==> config.mk <==
export PLATFORM = sky130hd
export DESIGN_NAME = arm_alu_flat
export DESIGN_NICKNAME = d
export VERILOG_FILES = /design/src/rtl/alu_pkg.sv /design/src/rtl/arm_alu_if.sv /design/src/rtl/alu_addsub.sv /design/src/rtl/arm_alu.sv /design/src/flat_wrapper.sv
export SDC_FILE = /design/constraint.sdc
export NUM_CORES = 1
export LEC_CHECK = 0
export BUFFER_PORTS_ARGS = -buffer_cell sky130_fd_sc_hd__buf_4
export CORE_AREA = 2 2 101 103
export CTS_CLUSTER_SIZE = 30
export DETAILED_ROUTE_END_ITERATION = 6
export DIE_AREA = 0 0 103 105
export PLACE_DENSITY_LB_ADDON = 0.08
export RECOVER_POWER = 100
export SLEW_MARGIN = 20
export SYNTH_ARGS = -nofsm -noshare
export SYNTH_HDL_FRONTEND = slang
export SYNTH_SLANG_ARGS = --single-unit
export TNS_END_PERCENT = 10
==> constraint.sdc <==
create_clock -name clk -period 5.85 [get_ports clk]
set_input_delay 0.585 -clock clk [delete_from_list [all_inputs] [get_ports clk]]
set_output_delay 0.585 -clock clk [all_outputs]
set_load 0.005 [all_outputs]
==> src/rtl/alu_pkg.sv <==
// Shared opcode encoding, flag bit positions and opcode classification for the ARM ALU.
// Latency: none (declarations only).
// Backpressure: none (declarations only).
//
// Contents:
//   alu_op_e    - 4-bit data-processing opcode, numbered as in the ARM instruction encoding
//   FLAG_*      - bit positions of N/Z/C/V inside the 4-bit flag vector
//   is_logical  - true for opcodes whose C comes from the shifter and whose V is passed through
package alu_pkg;

    typedef enum logic [3:0] {
        OP_AND = 4'h0,
        OP_EOR = 4'h1,
        OP_SUB = 4'h2,
        OP_RSB = 4'h3,
        OP_ADD = 4'h4,
        OP_ADC = 4'h5,
        OP_SBC = 4'h6,
        OP_RSC = 4'h7,
        OP_TST = 4'h8,
        OP_TEQ = 4'h9,
        OP_CMP = 4'hA,
        OP_CMN = 4'hB,
        OP_ORR = 4'hC,
        OP_MOV = 4'hD,
        OP_BIC = 4'hE,
        OP_MVN = 4'hF
    } alu_op_e;

    // Flag vector layout: {N, Z, C, V}
    localparam int FLAG_N = 3;
    localparam int FLAG_Z = 2;
    localparam int FLAG_C = 1;
    localparam int FLAG_V = 0;

    // Logical ops never use the adder result.
    // Their carry is the shifter carry-out, and their overflow is left untouched.
    function automatic logic is_logical(input alu_op_e op);
        case (op)
            OP_AND, OP_EOR, OP_TST, OP_TEQ,
            OP_ORR, OP_MOV, OP_BIC, OP_MVN: return 1'b1;
            default:                        return 1'b0;
        endcase
    endfunction

endpackage

==> src/rtl/arm_alu_if.sv <==
// Operand/result bundle between the execute-stage controller and the ALU.
// Latency: none (wires only).
// Backpressure: none; the bundle has no handshake, and the ALU accepts new operands every cycle.
//
// Signals:
//   A, B       - operands (Rn, shifted operand 2)
//   C, V       - current carry / overflow flags fed back by the outer datapath
//   S          - set-flags enable
//   ALU_OP     - opcode (alu_pkg::alu_op_e encoding)
//   shiftCout  - barrel-shifter carry-out
//   F, NZCV    - result and registered flags
// Modports: master drives operands and control; slave is the ALU.
interface arm_alu_if #(
    parameter int WIDTH = 32
);
    logic [WIDTH-1:0] A;
    logic [WIDTH-1:0] B;
    logic             C;
    logic             V;
    logic             S;
    logic [3:0]       ALU_OP;
    logic             shiftCout;
    logic [WIDTH-1:0] F;
    logic [3:0]       NZCV;

    modport master (
        output A, B, C, V, S, ALU_OP, shiftCout,
        input  F, NZCV
    );

    modport slave (
        input  A, B, C, V, S, ALU_OP, shiftCout,
        output F, NZCV
    );

endinterface

==> src/rtl/alu_addsub.sv <==
// Single shared (WIDTH+1)-bit adder for every arithmetic opcode.
// Latency: combinational, 0 cycles.
// Backpressure: none.
//
// Ports:
//   x, y  - adder operands, already inverted by the caller for subtracts
//   cin   - carry-in
//   sum   - low WIDTH bits of x + y + cin
//   cout  - bit WIDTH of the sum (NOT-borrow for subtracts)
//   ovf   - signed overflow of x + y + cin
module alu_addsub #(
    parameter int WIDTH = 32
) (
    input  logic [WIDTH-1:0] x,
    input  logic [WIDTH-1:0] y,
    input  logic             cin,
    output logic [WIDTH-1:0] sum,
    output logic             cout,
    output logic             ovf
);

    logic [WIDTH:0] wide;

    assign wide = {1'b0, x} + {1'b0, y} + {{WIDTH{1'b0}}, cin};
    assign sum  = wide[WIDTH-1:0];
    assign cout = wide[WIDTH];

    // Overflow occurs only when both operands have the same sign and the result sign differs.
    // Both operands here are the values that were actually fed to the adder.
    assign ovf = (x[WIDTH-1] == y[WIDTH-1]) && (sum[WIDTH-1] != x[WIDTH-1]);

endmodule

==> src/rtl/arm_alu.sv <==
// ARM-style data-processing ALU with a registered NZCV flag set.
// Latency: F 0 cycles (1 cycle with ALU_OUT_REG_EN); NZCV 1 cycle after an edge where S=1.
// Backpressure: none; a new operation is accepted every cycle.
//
// Ports:
//   clk  - clock; the flag register (and F, when registered) update on the rising edge
//   rst  - synchronous active-high reset; clears NZCV (and F when registered)
//   bus  - arm_alu_if.slave: inputs A, B, C, V, S, ALU_OP, shiftCout; outputs F, NZCV
// Build option: define ALU_OUT_REG_EN to register F alongside NZCV.
module arm_alu
    import alu_pkg::*;
#(
    parameter int WIDTH = 32
) (
    input  logic     clk,
    input  logic     rst,
    arm_alu_if.slave bus
);

    alu_op_e          op;
    logic [WIDTH-1:0] add_x;
    logic [WIDTH-1:0] add_y;
    logic             add_cin;
    logic [WIDTH-1:0] add_sum;
    logic             add_cout;
    logic             add_ovf;
    logic [WIDTH-1:0] f_comb;
    logic [3:0]       flags_next;
    logic [3:0]       nzcv_q;

    assign op = alu_op_e'(bus.ALU_OP);

    // Adder operand steering.
    // Subtracts invert the subtrahend, and the carry-in supplies either the +1 or the incoming C flag.
    // Logical ops leave the adder on A+B; its result is ignored for them.
    always_comb begin
        add_x   = bus.A;
        add_y   = bus.B;
        add_cin = 1'b0;
        case (op)
            OP_SUB, OP_CMP: begin
                add_x   = bus.A;
                add_y   = ~bus.B;
                add_cin = 1'b1;
            end
            OP_RSB: begin
                add_x   = bus.B;
                add_y   = ~bus.A;
                add_cin = 1'b1;
            end
            OP_ADD, OP_CMN: begin
                add_x   = bus.A;
                add_y   = bus.B;
                add_cin = 1'b0;
            end
            OP_ADC: begin
                add_x   = bus.A;
                add_y   = bus.B;
                add_cin = bus.C;
            end
            OP_SBC: begin
                add_x   = bus.A;
                add_y   = ~bus.B;
                add_cin = bus.C;
            end
            OP_RSC: begin
                add_x   = bus.B;
                add_y   = ~bus.A;
                add_cin = bus.C;
            end
            default: begin
                add_x   = bus.A;
                add_y   = bus.B;
                add_cin = 1'b0;
            end
        endcase
    end

    alu_addsub #(
        .WIDTH (WIDTH)
    ) u_addsub (
        .x    (add_x),
        .y    (add_y),
        .cin  (add_cin),
        .sum  (add_sum),
        .cout (add_cout),
        .ovf  (add_ovf)
    );

    // Result select.
    // Test/compare opcodes still drive F; whether F gets written back is the caller's decision.
    always_comb begin
        f_comb = add_sum;
        case (op)
            OP_AND, OP_TST: f_comb = bus.A & bus.B;
            OP_EOR, OP_TEQ: f_comb = bus.A ^ bus.B;
            OP_ORR:         f_comb = bus.A | bus.B;
            OP_MOV:         f_comb = bus.B;
            OP_BIC:         f_comb = bus.A & ~bus.B;
            OP_MVN:         f_comb = ~bus.B;
            default:        f_comb = add_sum;
        endcase
    end

    // Next flag values.
    // The C/V inputs are the caller's view of the current flags.
    // This block never feeds nzcv_q back into itself.
    always_comb begin
        flags_next         = 4'b0000;
        flags_next[FLAG_N] = f_comb[WIDTH-1];
        flags_next[FLAG_Z] = (f_comb == '0);
        if (is_logical(op)) begin
            flags_next[FLAG_C] = bus.shiftCout;
            flags_next[FLAG_V] = bus.V;
        end else begin
            flags_next[FLAG_C] = add_cout;
            flags_next[FLAG_V] = add_ovf;
        end
    end

    // Reset wins over S, so an update requested in the same cycle as reset is discarded.
    always_ff @(posedge clk) begin
        if (rst) begin
            nzcv_q <= 4'b0000;
        end else if (bus.S) begin
            nzcv_q <= flags_next;
        end
    end

    assign bus.NZCV = nzcv_q;

`ifdef ALU_OUT_REG_EN
    // Registered result, aligned with the flag register.
    // F updates every cycle, regardless of S.
    logic [WIDTH-1:0] f_q;

    always_ff @(posedge clk) begin
        if (rst) begin
            f_q <= '0;
        end else begin
            f_q <= f_comb;
        end
    end

    assign bus.F = f_q;
`else
    assign bus.F = f_comb;
`endif

endmodule

==> src/flat_wrapper.sv <==
// flat-port wrapper written by rule: the top's interface ports become plain ports
module arm_alu_flat import alu_pkg::*;
#(
    parameter int WIDTH = 32
)
  (clk, rst, bus_A, bus_B, bus_C, bus_V, bus_S, bus_ALU_OP, bus_shiftCout, bus_F, bus_NZCV);
  arm_alu_if #(.WIDTH(WIDTH)) bus_i ();
  input  logic clk;
  input  logic rst;
  input wire logic [$bits(bus_i.A)-1:0] bus_A;
  input wire logic [$bits(bus_i.B)-1:0] bus_B;
  input wire logic [$bits(bus_i.C)-1:0] bus_C;
  input wire logic [$bits(bus_i.V)-1:0] bus_V;
  input wire logic [$bits(bus_i.S)-1:0] bus_S;
  input wire logic [$bits(bus_i.ALU_OP)-1:0] bus_ALU_OP;
  input wire logic [$bits(bus_i.shiftCout)-1:0] bus_shiftCout;
  output wire logic [$bits(bus_i.F)-1:0] bus_F;
  output wire logic [$bits(bus_i.NZCV)-1:0] bus_NZCV;
  assign bus_i.A = bus_A;
  assign bus_i.B = bus_B;
  assign bus_i.C = bus_C;
  assign bus_i.V = bus_V;
  assign bus_i.S = bus_S;
  assign bus_i.ALU_OP = bus_ALU_OP;
  assign bus_i.shiftCout = bus_shiftCout;
  assign bus_F = bus_i.F;
  assign bus_NZCV = bus_i.NZCV;
  arm_alu #(.WIDTH(WIDTH)) u_core (.clk(clk), .rst(rst), .bus(bus_i));
endmodule
==> tab_implementation.tex <==
\begin{tabular}{lr}
\hline
Metric & Value \\
\hline
\multicolumn{2}{l}{\textbf{Worst setup path}} \\
\quad Number of cells on the worst reg-to-reg path & 2 \\
\quad Worst Setup Start Kind & primary input \\
\quad Reg-to-reg critical path endpoint & u\_core.bus.NZCV[0]\$\_SDFFE\_PP0P\_ \\
\quad Critical Path End Type & primary output \\
\quad Kind of critical path & primary input to primary output \\
\quad Req. time, crit path & 5.27 ns \\
\quad First element of the critical path & bus\_ALU\_OP[0] \\
\quad Critical Path AT & 4.99 ns \\
\quad Slack of the worst reg-to-reg path & 5.20 ns \\
\quad Worst-path fanout max & 26 \\
\quad R2R Path Start & u\_core.bus.NZCV[0]\$\_SDFFE\_PP0P\_ \\
\quad Setup crit end & bus\_F[30] \\
\multicolumn{2}{l}{\textbf{Clocking}} \\
\quad H-tree Lvls & 1 \\
\quad \# Post-CTS Setup Buffers & 0 \\
\quad Number of buffers inserted by hold repair at cts & 0 \\
\quad \# resized after CTS & 0 \\
\quad Clock tree root buffer cell & sky130\_fd\_sc\_hd\_\_clkbuf\_8 \\
\quad Clock sink count & 4 \\
\quad Clock tree from TritonCTS & yes \\
\quad Buffer depth of the longest clock path & 2 \\
\quad Number of buffers inserted during clock tree synthesis & 3 \\
\quad Clock-pin transition on the worst setup and hold timing paths & 0.03 ns \\
\quad Worst-skew pair later-pin latency & 0.21 ns \\
\multicolumn{2}{l}{\textbf{Floorplanning}} \\
\quad Core region area & 9640 um\^{}2 \\
\quad Number of placement rows & 36 \\
\quad Initial Util & 58.1\% \\
\quad Vertical die dimension & 105 um \\
\quad Die width & 103 um \\
\quad Die outline area & 10,800 um\^{}2 \\
\quad Ports placed on the boundary & 110 \\
\multicolumn{2}{l}{\textbf{Yosys}} \\
\quad Cell area after synthesis & 5600 um\^{}2 \\
\quad Instance count of the mapped netlist & 891 \\
\quad Number of enable flip-flop cells after synthesis & 0 \\
\quad Share of Yosys cell area claimed by the top area cell type & 14.1\% \\
\quad Cell accounting for the most synthesized area & sky130\_fd\_sc\_hd\_\_ha\_1 \\
\quad Sequential cell area fraction in the yosys report & 1.43\% \\
\quad Flip-flop cell with the highest count after synthesis & sky130\_fd\_sc\_hd\_\_dfxtp\_1 \\
\quad Library cells used by synthesis & 93 \\
\quad Most common cell in the synthesized netlist & sky130\_fd\_sc\_hd\_\_o21ai\_0 \\
\quad Net count after synthesis & 1,030 \\
\quad Mean instance size in the synthesized netlist & 6.29 um\^{}2 \\
\quad Number of warnings issued by yosys & 0 \\
\quad Async set or reset register ratio after synthesis & 0\% \\
\quad Cell types occupying the most area after synthesis & sky130\_fd\_sc\_hd\_\_ha\_1, sky130\_fd\_sc\_hd\_\_o21ai\_0, sky130\_fd\_sc\_hd\_\_a21oi\_1 \\
\quad Most instantiated cells after synthesis & sky130\_fd\_sc\_hd\_\_o21ai\_0, sky130\_fd\_sc\_hd\_\_nand2\_1, sky130\_fd\_sc\_hd\_\_a21oi\_1 \\
\quad Yosys reg bits & 4 \\
\multicolumn{2}{l}{\textbf{Detailed routing}} \\
\quad Initial DRT Pass Iterations & 7 \\
\quad Number of antenna-violating nets in the routed design & 0 \\
\quad DRT Wirelength & 21,100 um \\
\quad Routed vias/inst & 6.71 \\
\quad Average routed wire per standard cell & 19.4 um \\
\quad Total vias in the final route & 7,285 \\
\quad Remaining DRCs & 0 \\
\quad 1st-iter DRT viols & 628 \\
\multicolumn{2}{l}{\textbf{STA}} \\
\quad Remaining max-slew budget at the tightest pin & 30.9\% \\
\quad Final period utilization & 95.2\% \\
\quad Setup TNS Final & 0 ns \\
\quad Fmax & 179 MHz \\
\quad Final hold violations & 0 \\
\quad RSZ-0062 raised after global routing & no \\
\quad Max-slew violation count & 0 \\
\quad Setup violators final & 0 \\
\quad Minimum clock period after layout & 5.57 ns \\
\quad Slew of the pin with the lowest slew margin & 1.04 ns \\
\quad Worst-case clock skew & 0 ns \\
\multicolumn{2}{l}{\textbf{Run}} \\
\quad Max-capacitance violation count & 0 \\
\multicolumn{2}{l}{\textbf{Cells and area}} \\
\quad Number of inserted diodes & 0 \\
\quad Fill cell count & 919 \\
\quad Share of post-route cells with drive strength above 1 & 14.9\% \\
\quad Max FFs per register & 4 \\
\quad Synthesis-to-layout area growth & 13.0\% \\
\quad Nets@finish & 1,094 \\
\multicolumn{2}{l}{\textbf{Global route}} \\
\quad Met1 track demand over resource & 45.8\% \\
\quad GRT Util Overall & 37.9\% \\
\quad Met2 capacity usage during global routing & 62.4\% \\
\quad Vias in the first global route & 6,717 \\
\quad GR peak layer & met2 \\
\quad Overflow after GRT & 0 \\
\quad Global-route wire length before repair & 33,000 um \\
\quad Maximum number of pins on one net before global-route repair & 57 \\
\quad Initial antenna violation count & 0 \\
\quad Met3 GRT Util & 5.89\% \\
\multicolumn{2}{l}{\textbf{Pwr}} \\
\quad Power consumption & 914 uW \\
\quad Power density relative to cell area & 144 nW/um\^{}2 \\
\quad Worst-case vdd ir drop & 0.0000967 V \\
\quad Leak Pwr & 2.88 nW \\
\multicolumn{2}{l}{\textbf{Placed design}} \\
\quad HPWL after DPL & 16,300 um \\
\quad Routability congestion estimate & 0.998 \\
\quad Count of input and output buffers & 109 \\
\multicolumn{2}{l}{\textbf{Status}} \\
\quad Outcome & complete, no violations \\
\multicolumn{2}{l}{\textbf{Hold path}} \\
\quad Path class of the lowest-slack min-delay path & register to register \\
\quad Number of cells on the worst hold path & 2 \\
\hline
\end{tabular}
==> cell families (layout without fill, tap and decap cells) <==
family / Yosys count / in the layout / share of synthesized area [%]
fa+ha+maj: 65 / 65 / 14.8
compound gates: 369 / 369 / 42.6
simple gates: 271 / 271 / 22.7
mux: 8 / 8 / 1.45
flops: 4 / 4 / 1.43
xor+xnor: 35 / 35 / 5.47
buf+inv: 139 / 201 / 11.6
==> layer usage <==
layer	wire, um	up-vias
met1	8010	3329
met2	9720	449
met4	1330	0
met3	2020	86
li1	-	3421
met5	0	-
==> area by class of cell <==
class                      instances  area [um^2]  share of cell area, %
timing repair buffer             118          876                   13.8
clock buffer                       3         41.3                  0.652
inverter                          80          300                   4.74
sequential                         4         80.1                   1.26
multi-input combinational        748         4870                   76.9
tap                              133          166                   2.63
==> worst min-delay path by stage <==
stage | from | end | slack [ns]
after floorplan | u_core.bus.NZCV[2]$_SDFFE_PP0P_ | u_core.bus.NZCV[2]$_SDFFE_PP0P_ | 0.46
after global placement | u_core.bus.NZCV[2]$_SDFFE_PP0P_ | u_core.bus.NZCV[2]$_SDFFE_PP0P_ | 0.45
after CTS | u_core.bus.NZCV[2]$_SDFFE_PP0P_ | u_core.bus.NZCV[2]$_SDFFE_PP0P_ | 0.47
after global routing | u_core.bus.NZCV[2]$_SDFFE_PP0P_ | u_core.bus.NZCV[2]$_SDFFE_PP0P_ | 0.50
final | u_core.bus.NZCV[2]$_SDFFE_PP0P_ | u_core.bus.NZCV[2]$_SDFFE_PP0P_ | 0.47
after detailed placement | u_core.bus.NZCV[2]$_SDFFE_PP0P_ | u_core.bus.NZCV[2]$_SDFFE_PP0P_ | 0.46
==> stage by stage <==
stage          setup slack [ns]  utilization [%]  cells  hold slack (ns)  area [um^2]
4_1_cts                   0.472             66.1   1086            0.470         6380
3_3_place_gp              0.363             65.7   1083            0.453         6330
6_report                  0.279             65.7   1086            0.466         6330
5_1_grt                  0.0301             65.7   1086            0.497         6330
2_1_floorplan             0.828                -    891            0.458         5600
3_5_place_dp              0.257             65.7   1083            0.455         6330
==> cell usage in the layout, fill, tap and decap left out, types with 5 or more instances in the layout <==
cell,count
sky130_fd_sc_hd__a211oi_1,21
sky130_fd_sc_hd__a21o_1,10
sky130_fd_sc_hd__a21oi_1,89
sky130_fd_sc_hd__a311oi_1,8
sky130_fd_sc_hd__a31oi_1,23
sky130_fd_sc_hd__and3_1,8
sky130_fd_sc_hd__buf_4,99
sky130_fd_sc_hd__clkbuf_1,6
sky130_fd_sc_hd__clkbuf_4,12
sky130_fd_sc_hd__ha_1,63
sky130_fd_sc_hd__inv_1,78
sky130_fd_sc_hd__mux2i_1,7
sky130_fd_sc_hd__nand2_1,96
sky130_fd_sc_hd__nand3_1,14
sky130_fd_sc_hd__nand4_1,5
sky130_fd_sc_hd__nor2_1,85
sky130_fd_sc_hd__nor3_1,14
sky130_fd_sc_hd__nor4_1,6
sky130_fd_sc_hd__o211ai_1,9
sky130_fd_sc_hd__o21ai_0,115
sky130_fd_sc_hd__o21bai_1,6
sky130_fd_sc_hd__o221ai_1,5
sky130_fd_sc_hd__o22ai_1,7
sky130_fd_sc_hd__o31ai_1,7
sky130_fd_sc_hd__o32ai_1,10
sky130_fd_sc_hd__xnor2_1,21
sky130_fd_sc_hd__xor2_1,14
==> where the power goes <==
| group | internal, mW | switching [mW] | total [mW] | leakage (nW) |
|---|---|---|---|---|
| Sequential | 0.0296 | 0.00109 | 0.0307 | 0.0329 |
| Combinational | 0.335 | 0.491 | 0.826 | 2.83 |
| Clock | 0.0438 | 0.0134 | 0.0572 | 0.0216 |
| Total | 0.409 | 0.506 | 0.914 | 2.88 |
==> critical path, stage by stage <==
cell and delay [ns]:
sky130_fd_sc_hd__clkbuf_1 0.14, sky130_fd_sc_hd__nand2_1 0.22, sky130_fd_sc_hd__or2_2 0.53, sky130_fd_sc_hd__nand2_1 0.35, sky130_fd_sc_hd__o21ai_0 0.15, sky130_fd_sc_hd__fa_1 0.43
sky130_fd_sc_hd__fa_1 0.48, sky130_fd_sc_hd__a21o_2 0.26, sky130_fd_sc_hd__a221oi_4 0.40, sky130_fd_sc_hd__a311o_2 0.29, sky130_fd_sc_hd__a2bb2oi_1 0.18, sky130_fd_sc_hd__a41oi_1 0.43
sky130_fd_sc_hd__xnor2_1 0.12, sky130_fd_sc_hd__a21oi_1 0.24, sky130_fd_sc_hd__clkbuf_4 0.18
(Power assumes the default switching activity.)
